File: config.mk
export PLATFORM = sky130hd
export DESIGN_NAME = iterdiv
export DESIGN_NICKNAME = d
export VERILOG_FILES = /design/src/rtl/iterdiv_pkg.sv /design/src/rtl/iterdiv_divstep.sv /design/src/rtl/iterdiv.sv
export SDC_FILE = /design/constraint.sdc
export NUM_CORES = 1
export LEC_CHECK = 0
export CAP_MARGIN = 20
export CORE_UTILIZATION = 53
export CTS_CLUSTER_DIAMETER = 80
export CTS_CLUSTER_SIZE = 12
export DETAILED_ROUTE_END_ITERATION = 16
export PLACE_DENSITY = 0.78
export SYNTH_ARGS = -nofsm -noshare
export SYNTH_HDL_FRONTEND = slang
export SYNTH_HIERARCHICAL = 1
export SYNTH_SLANG_ARGS = --single-unit
export TNS_END_PERCENT = 30
File: constraint.sdc
create_clock -name clk -period 3.6 [get_ports clk]
set_input_delay 0.36 -clock clk [delete_from_list [all_inputs] [get_ports clk]]
set_output_delay 0.36 -clock clk [all_outputs]
set_load 0.05 [all_outputs]
File: src/rtl/iterdiv_pkg.sv
// iterdiv_pkg
// Shared types and sizing for the iterative divide/remainder unit.
//   op_e    : RV32M divide opcode, encoded as funct3[1:0]
//   state_e : controller state
//   cnt_width() : bits needed to hold an iteration count of 0..w
package iterdiv_pkg;

    typedef enum logic [1:0] {
        DIV  = 2'b00,
        DIVU = 2'b01,
        REM  = 2'b10,
        REMU = 2'b11
    } op_e;

    typedef enum logic [1:0] {
        IDLE = 2'b00,
        BUSY = 2'b01,
        FIX  = 2'b10,
        DONE = 2'b11
    } state_e;

    function automatic int cnt_width(input int w);
        return $clog2(w + 1);
    endfunction

    localparam int DEF_WIDTH = 32;
    localparam int CNT_W     = cnt_width(DEF_WIDTH);

endpackage

File: src/rtl/iterdiv_divstep.sv
// iterdiv_divstep
// One combinational restoring-division iteration.
//   rem      in  : partial remainder (always < divisor)
//   quo      in  : remaining dividend bits / quotient bits collected so far
//   divisor  in  : divisor magnitude
//   rem_nx   out : partial remainder after this step
//   quo_nx   out : quotient register after this step (new bit in LSB)
module iterdiv_divstep #(
    parameter int WIDTH = 32
) (
    input  logic [WIDTH-1:0] rem,
    input  logic [WIDTH-1:0] quo,
    input  logic [WIDTH-1:0] divisor,
    output logic [WIDTH-1:0] rem_nx,
    output logic [WIDTH-1:0] quo_nx
);

    logic [WIDTH:0] rem_sh;
    logic [WIDTH:0] diff;
    logic           fits;

    // rem < divisor, so the shifted remainder is below 2*divisor. The MSB of
    // the (WIDTH+1)-bit difference is therefore clear exactly when it fits.
    assign rem_sh = {rem, quo[WIDTH-1]};
    assign diff   = rem_sh - {1'b0, divisor};
    assign fits   = ~diff[WIDTH];

    assign rem_nx = fits ? diff[WIDTH-1:0] : rem_sh[WIDTH-1:0];
    assign quo_nx = {quo[WIDTH-2:0], fits};

endmodule

File: src/rtl/iterdiv.sv
// iterdiv
// Iterative RV32M DIV/DIVU/REM/REMU unit, one quotient bit per cycle.
//   clk, reset          : clock, synchronous active-high reset
//   in_valid/in_ready   : request handshake (op, dividend, divisor)
//   kill                : flush, abandons any in-flight operation
//   out_valid/out_ready : result handshake
//   result              : registered quotient or remainder
//
// state | meaning
// IDLE  | waiting for a request
// BUSY  | restoring iterations, counter counts WIDTH down to 1
// FIX   | sign fix-up and quotient/remainder select into result
// DONE  | result held until the consumer takes it
module iterdiv
    import iterdiv_pkg::*;
#(
    parameter int WIDTH = 32
) (
    input  logic             clk,
    input  logic             reset,
    input  logic             in_valid,
    output logic             in_ready,
    input  logic [1:0]       op,
    input  logic [WIDTH-1:0] dividend,
    input  logic [WIDTH-1:0] divisor,
    input  logic             kill,
    output logic             out_valid,
    input  logic             out_ready,
    output logic [WIDTH-1:0] result
);

    localparam int CW = cnt_width(WIDTH);
    localparam logic [WIDTH-1:0] MIN_NEG = {1'b1, {(WIDTH-1){1'b0}}};

    state_e state, state_nx;

    logic [CW-1:0]    cnt;
    logic [WIDTH-1:0] rem, quo, div_mag;
    logic             neg_q, neg_r, sel_rem;

    op_e              op_in;
    logic             is_signed, sign_a, sign_b;
    logic [WIDTH-1:0] mag_a, mag_b;
    logic             div_zero, overflow, special;
    logic [WIDTH-1:0] special_val;
    logic             accept;

    logic [WIDTH-1:0] rem_nx, quo_nx;
    logic [WIDTH-1:0] fixed_val;

    assign op_in     = op_e'(op);
    assign is_signed = (op_in == DIV) || (op_in == REM);
    assign sign_a    = is_signed & dividend[WIDTH-1];
    assign sign_b    = is_signed & divisor[WIDTH-1];
    assign mag_a     = sign_a ? (WIDTH'(0) - dividend) : dividend;
    assign mag_b     = sign_b ? (WIDTH'(0) - divisor) : divisor;

    assign div_zero  = (divisor == '0);
    assign overflow  = is_signed && (dividend == MIN_NEG) && (divisor == '1);
    assign special   = div_zero || overflow;

    always_comb begin
        special_val = '0;
        if (div_zero)
            special_val = op[1] ? dividend : '1;
        else
            special_val = op[1] ? '0 : MIN_NEG;
    end

    assign fixed_val = sel_rem ? (neg_r ? (WIDTH'(0) - rem) : rem)
                               : (neg_q ? (WIDTH'(0) - quo) : quo);

    assign in_ready = (state == IDLE) && !reset;

    iterdiv_divstep #(.WIDTH(WIDTH)) u_step (
        .rem     (rem),
        .quo     (quo),
        .divisor (div_mag),
        .rem_nx  (rem_nx),
        .quo_nx  (quo_nx)
    );

    always_comb begin
        state_nx = state;
        accept   = 1'b0;
        case (state)
            IDLE: begin
                if (in_valid && in_ready && !kill) begin
                    accept   = 1'b1;
                    state_nx = special ? DONE : BUSY;
                end
            end
            BUSY: begin
                if (cnt == CW'(1))
                    state_nx = FIX;
            end
            FIX: begin
                state_nx = DONE;
            end
            DONE: begin
                if (out_ready)
                    state_nx = IDLE;
            end
            default: state_nx = IDLE;
        endcase
        // A flush wins over everything, including a same-cycle handshake.
        if (kill)
            state_nx = IDLE;
    end

    always_ff @(posedge clk) begin
        if (reset) begin
            state     <= IDLE;
            out_valid <= 1'b0;
            result    <= '0;
            cnt       <= '0;
            rem       <= '0;
            quo       <= '0;
            div_mag   <= '0;
            neg_q     <= 1'b0;
            neg_r     <= 1'b0;
            sel_rem   <= 1'b0;
        end else begin
            state     <= state_nx;
            out_valid <= (state_nx == DONE);
            if (accept) begin
                sel_rem <= op[1];
                neg_q   <= sign_a ^ sign_b;
                neg_r   <= sign_a;
                div_mag <= mag_b;
                rem     <= '0;
                quo     <= mag_a;
                if (special) begin
                    cnt    <= '0;
                    result <= special_val;
                end else begin
                    cnt    <= CW'(WIDTH);
                end
            end else if (state == BUSY) begin
                rem <= rem_nx;
                quo <= quo_nx;
                cnt <= cnt - CW'(1);
            end else if (state == FIX) begin
                result <= fixed_val;
            end
        end
    end

endmodule

=== Yosys cells after proc, flatten, opt, wreduce, memory -nomap -nowiden ===
Index checks and enable logic that the tools add are counted.

* $add $sub $neg: 6
* Eq/ne operators: 10
* Muxes and demuxes: 26
* Bitwise gates (word level): 4
* Reduce and logical (&&, ||, !) cells: 16

{| class="wikitable"
|+ Operators by type and width
! kind !! count
|-
| 32-bit 2-to-1 mux || 15
|-
| 1-bit by 32-bit subtractor with 32-bit output, first input constant || 4
|-
| 32-bit equality test, second input constant || 2
|-
| 33-bit by 32-bit subtractor with 33-bit output || 1
|-
| 32-bit logical NOT || 1
|-
| 6-bit 2-to-1 mux || 3
|-
| 2-bit 2-to-1 mux || 5
|-
| 2-bit equality test, second input constant || 4
|-
| 2-bit one-hot mux with 4 select lines || 1
|-
| 6-bit by 1-bit equality test with 1-bit output, second input constant || 1
|-
| 6-bit by 1-bit subtractor with 6-bit output, second input constant || 1
|-
| 1-bit logical AND || 5
|-
| 2-bit logical NOT || 2
|-
| 2-bit != test, second input constant || 2
|-
| 2-bit nonzero test || 2
|-
| 3-bit AND reduction || 1
|-
| 1-bit bitwise AND || 2
|-
| 2-bit by 1-bit equality test with 1-bit output, second input constant || 1
|-
| 1-bit logical NOT || 2
|-
| 1-bit logical OR || 2
|-
| 1-bit 2-to-1 mux || 2
|-
| 2-bit OR reduction || 1
|-
| 1-bit NOT || 1
|-
| 1-bit bitwise XOR || 1
|}

* Register bits: 140

=== Depth between registers and ports, before layout ===
* Depth after elaboration: 10
* Mapped depth: 17
* Depth with buffers taken out: 15

=== Cells and area by module ===
Netlist, hierarchy kept.

{| class="wikitable"
|+ By module, submodules not included
! module !! instances !! cells an instance !! area each (um^2) !! seq. area each (um^2)
|-
| iterdiv || 1 || 1120 || 8647.0 || 2802.7
|-
| iterdiv_divstep || 1 || 337 || 2598.7 || 0.0
|}

=== Least setup slack after synthesis ===
No wires, ideal clock.

* Path kind: register -> register
* Start point: register quo[31]
* End point: register rem[10]
* Library setup time: 132 ps
* Data arrival time: 3231 ps
* Data required time: 3468 ps
* Slack: 237 ps
* Cell stages (with the launch flop): 18
* Cell sequence: dfxtp_1 inv_1 ha_1 fa_1 and2b_1 o2111ai_2 a21oi_2 o2111ai_1 a211oi_2 nor2_4 mux2i_4 and2_4 buf_12 inv_8 buf_12 mux2_4 nand2_1 a21oi_1

* Longest elaborated chain between the ends: 2

{| class="wikitable"
|+ RTL lines
! what !! line !! RTL
|-
| from (decl) || iterdiv.sv:38 || <nowiki>logic [WIDTH-1:0] rem, quo, div_mag;</nowiki>
|-
| from (signal assigned) || iterdiv.sv:132 || <nowiki>quo <= mag_a;</nowiki>
|-
| from (signal assigned) || iterdiv.sv:141 || <nowiki>quo <= quo_nx;</nowiki>
|-
| 33-bit by 32-bit subtractor with 33-bit output || iterdiv_divstep.sv:25 || <nowiki>assign diff = rem_sh - {1'b0, divisor};</nowiki>
|-
| 32-bit 2-to-1 mux || iterdiv_divstep.sv:28 || <nowiki>assign rem_nx = fits ? diff[WIDTH-1:0] : rem_sh[WIDTH-1:0];</nowiki>
|-
| named net rem_nx[10] || iterdiv.sv:48 || <nowiki>logic [WIDTH-1:0] rem_nx, quo_nx;</nowiki>
|-
| to (signal assigned) || iterdiv.sv:140 || <nowiki>rem <= rem_nx;</nowiki>
|-
| to (decl) || iterdiv.sv:38 ||
|}

The timed path passes the listed nets, and every way through them passes these cells.
A chain may end at the register's enable or synchronous reset.

=== Worst setup path after layout ===
* Start point: register quo[31]
* End point: register rem[14]

The elaborated chain is that of the path after synthesis.

==> metrics.txt <==
status=finished clean; synthesized-area fraction occupied by adder cells=0.0452; total power=10000 uW; max_slew headroom=0.351; first-pass GRT wire length=~58000 um; post-synthesis compound-gate area fraction=0.267; met3 usage=0.0728; DP Worst Slack=17.4 ps; count leader, synth=nand2_1; initial DRC count=1414; synth warn=6; setup_tns=0 ps; total gr overflow=0; Critical Path Fanout Max=12; Post-Layout Inst Area=0.0131 sq mm; CP dominant cell by count=o2111ai_2; busiest layer in global routing=met2; critical path type=register to register; M1 GR Usage=0.460; sequential fraction of the synthesis area=0.249; total wire length=37200 um; Fin. Hold Viols=0; area added between synthesis and finish=16.2%; met2 Resource Use GR=0.514; share of cells above drive strength 1=0.110; Max-Cap Viols=0; Critical Path Source Type=register; Avg Synthesized Cell Area=7.72 sq um; clk slew on worst S/H paths=about 60 ps; HPWL after DPL=roughly 27000 um; period utilization=0.978; Hold EP=result[26]; fin. max-slew vios=0; DRC Markers=0; Post-synth EDFFs=0; initial antenna violation count=0; cell chosen for the clock root=clkbuf_16; Post-DP Area=0.0124 sq mm; routability cong.=0.957; mux share of post-synthesis cell area=0.0413; deepest clock path buffer count=2; largest family of logic cells by synthesized area=compound AO/OA/AOI/OAI gates; core area=between 0.02 and 0.025 sq mm; min-delay src=result[26]; largest net degree at the start of global routing=59; Port Buffer Count=about 100; post-synth top area share=0.249; fmax=284 MHz; # H-tree levels=4; synthesized cell area=0.0112 sq mm; Max rail drop VDD=0.000680 V; drt wl/cell=roughly 20 um; Netlist cell types=89; top post-synthesis cells by count=nand2_1, dfxtp_1, a21oi_1; CTS tree=yes; clock tree sinks=140; CP arrival=3820 ps; Critical Path Max Stage Delay=350 ps; Post-Synth XOR/XNOR Area=0.112; HP Class=register to register; crit path time final=around 3500 ps; initial core utilization=0.549; PD cells=768 mW/mm^2; Clock Skews=12.9 ps; Post-Synth Simple-Gate Area=0.203; top post-synthesis cells by area=dfxtp_1, xnor2_1, nand2_1; Primary FF master, synth=dfxtp_1; post-synthesis instance total=1457; DRT antenna net count=0; Slew @ Worst Pin=972 ps; nets=1635; Final Setup Violations=0; total CTS buffers=17; die area=0.0218 sq mm; total track usage=0.338; Die Height=approximately 150 um; reg2reg path depth=15; LEAKAGE=just under 0.005 uW; Avg Vias per Cell=between 6 and 7; RR Startpoint=quo[31]; final setup margin=78.2 ps; vias in the first global route=10700; Async S/R FF share, synth=0; DR vias=roughly 12000; Core Util, Final=0.638; hold-critical path depth=2; largest area contributor in the netlist=dfxtp_1; r2r setup slk=80 ps; FP Rows=52; I/O pins=roughly 110; Crit. End Element=register; Pre-antenna DRT Iters=7; ANT cells=0; critical path required time=between 3000 and 4000 ps; register bit total from synthesis=140; Syn Nets=around 1600; slowest CP cell=fa_2; CP Cell Sequence=inv_1 -> ha_2 -> fa_2 -> and2b_1 -> o2111ai_2 -> a21oi_2 -> o2111ai_2 -> a211oi_2 -> nor2_4 -> mux2i_4 -> and2_4 -> inv_6 -> mux2_4 -> nand2_1 -> a21oi_1; Die W=148 um; Worst-Skew Late Latency=roughly 440 ps; reg-to-reg endpoint=rem[14]
sequential cells by signal (all words and copies together), names as in the netlist:
name / cells
cnt: 6
div_mag: 32
neg_q: 1
neg_r: 1
out_valid: 1
quo: 32
rem: 32
result: 32
sel_rem: 1
state: 2
power by group:
| part | total, uW | internal (uW) | leakage (uW) | switching (uW) |
|---|---|---|---|---|
| logic | 6360 | 3000 | 0.00342 | 3360 |
| registers | 1880 | 1690 | 0.00114 | 190 |
| clock network | 1790 | 979 | 0.000284 | 811 |
logic make-up (layout without fill, tap and decap cells):
logic type               after synthesis  after routing
AO/OA/AOI/OAI                        451            451
XOR/XNOR                             144            144
multiplexers                          35             35
adder cells (fa/ha/maj)               40             40
AND/OR/NAND/NOR                      462            462
flip-flops                           140            140
buffers and inverters                185            265
layer usage:
layer  wire length, um  vias to the layer above  part of all wire
li1                  -                     5427                 -
met1             15500                     5499              0.42
met2             16400                      714              0.44
met3              3880                      107              0.10
met4              1380                        0             0.037
met5                 0                        -                 0
placed cells by master (no fill, tap or decap), types with 6 or more instances in the layout:
cell	n
nor4_1	11
xnor2_1	88
nand2b_1	11
clkdlybuf4s50_1	103
ha_1	38
xor2_1	56
and3_1	9
o22ai_1	15
a21boi_0	6
o21a_1	11
or2_2	6
nor3_1	34
a311oi_1	35
a31oi_1	14
clkbuf_16	17
buf_4	66
a211oi_1	11
o211ai_1	10
a21o_1	19
o21ai_0	93
dfxtp_1	139
nor2_1	73
mux2_4	19
a22oi_1	7
inv_1	59
or4_1	21
o41ai_1	20
nand3_1	44
a21oi_1	127
or3_1	16
o31ai_1	34
a221oi_1	6
nor2b_1	9
mux2i_1	10
nand4_1	18
inv_6	9
nand2_1	177
worst max-delay path: cells and delay by family (launching register included):
kind,cells,cell delay (ps)
multiplexers,2,590
AO/OA/AOI/OAI,5,1040
adder cells (fa/ha/maj),2,520
buffers and inverters,2,170
AND/OR/NAND/NOR,4,730
flip-flops,1,330
worst max-delay path by stage:
stage,start,end,slack [ps],cells past startpoint
detailed placement,quo[31],rem[18],20,15
CTS,quo[31],rem[5],20,15
global placement,quo[31],rem[5],160,15
global route,quo[31],rem[18],-50,15
finish,quo[31],rem[14],80,15
floorplan,quo[31],rem[10],240,17
metrics by stage:
step	cells	hold WS [ps]
CTS	1798	452
detailed placement	1766	439
global placement	1766	439
global route	1807	471
finish	1807	447
floorplan	1457	425
what timing repair did:
item                                    in CTS  in global routing
gates cloned                                 0                  1
resized for setup                            1                  4
buffers inserted                             0                  8
hold buffers                                 0                  0
pin swaps                                    2                  5
hold endpoints to repair                     0                  0
endpoints found under the setup margin       4                 25
final cells by class:
cell class	count	area [sq um]
Timing Repair Buffer	171	1550
Inverter	61	241
Clock buffer	17	425
Sequential cell	140	2800
Fill cell	1808	7430
Tap cell	270	338
Timing Repair inverter	1	8.76
Multi-Input combinational cell	1132	7540
Clock inverter	15	153
No activity file was read; power rests on OpenSTA's default activity.
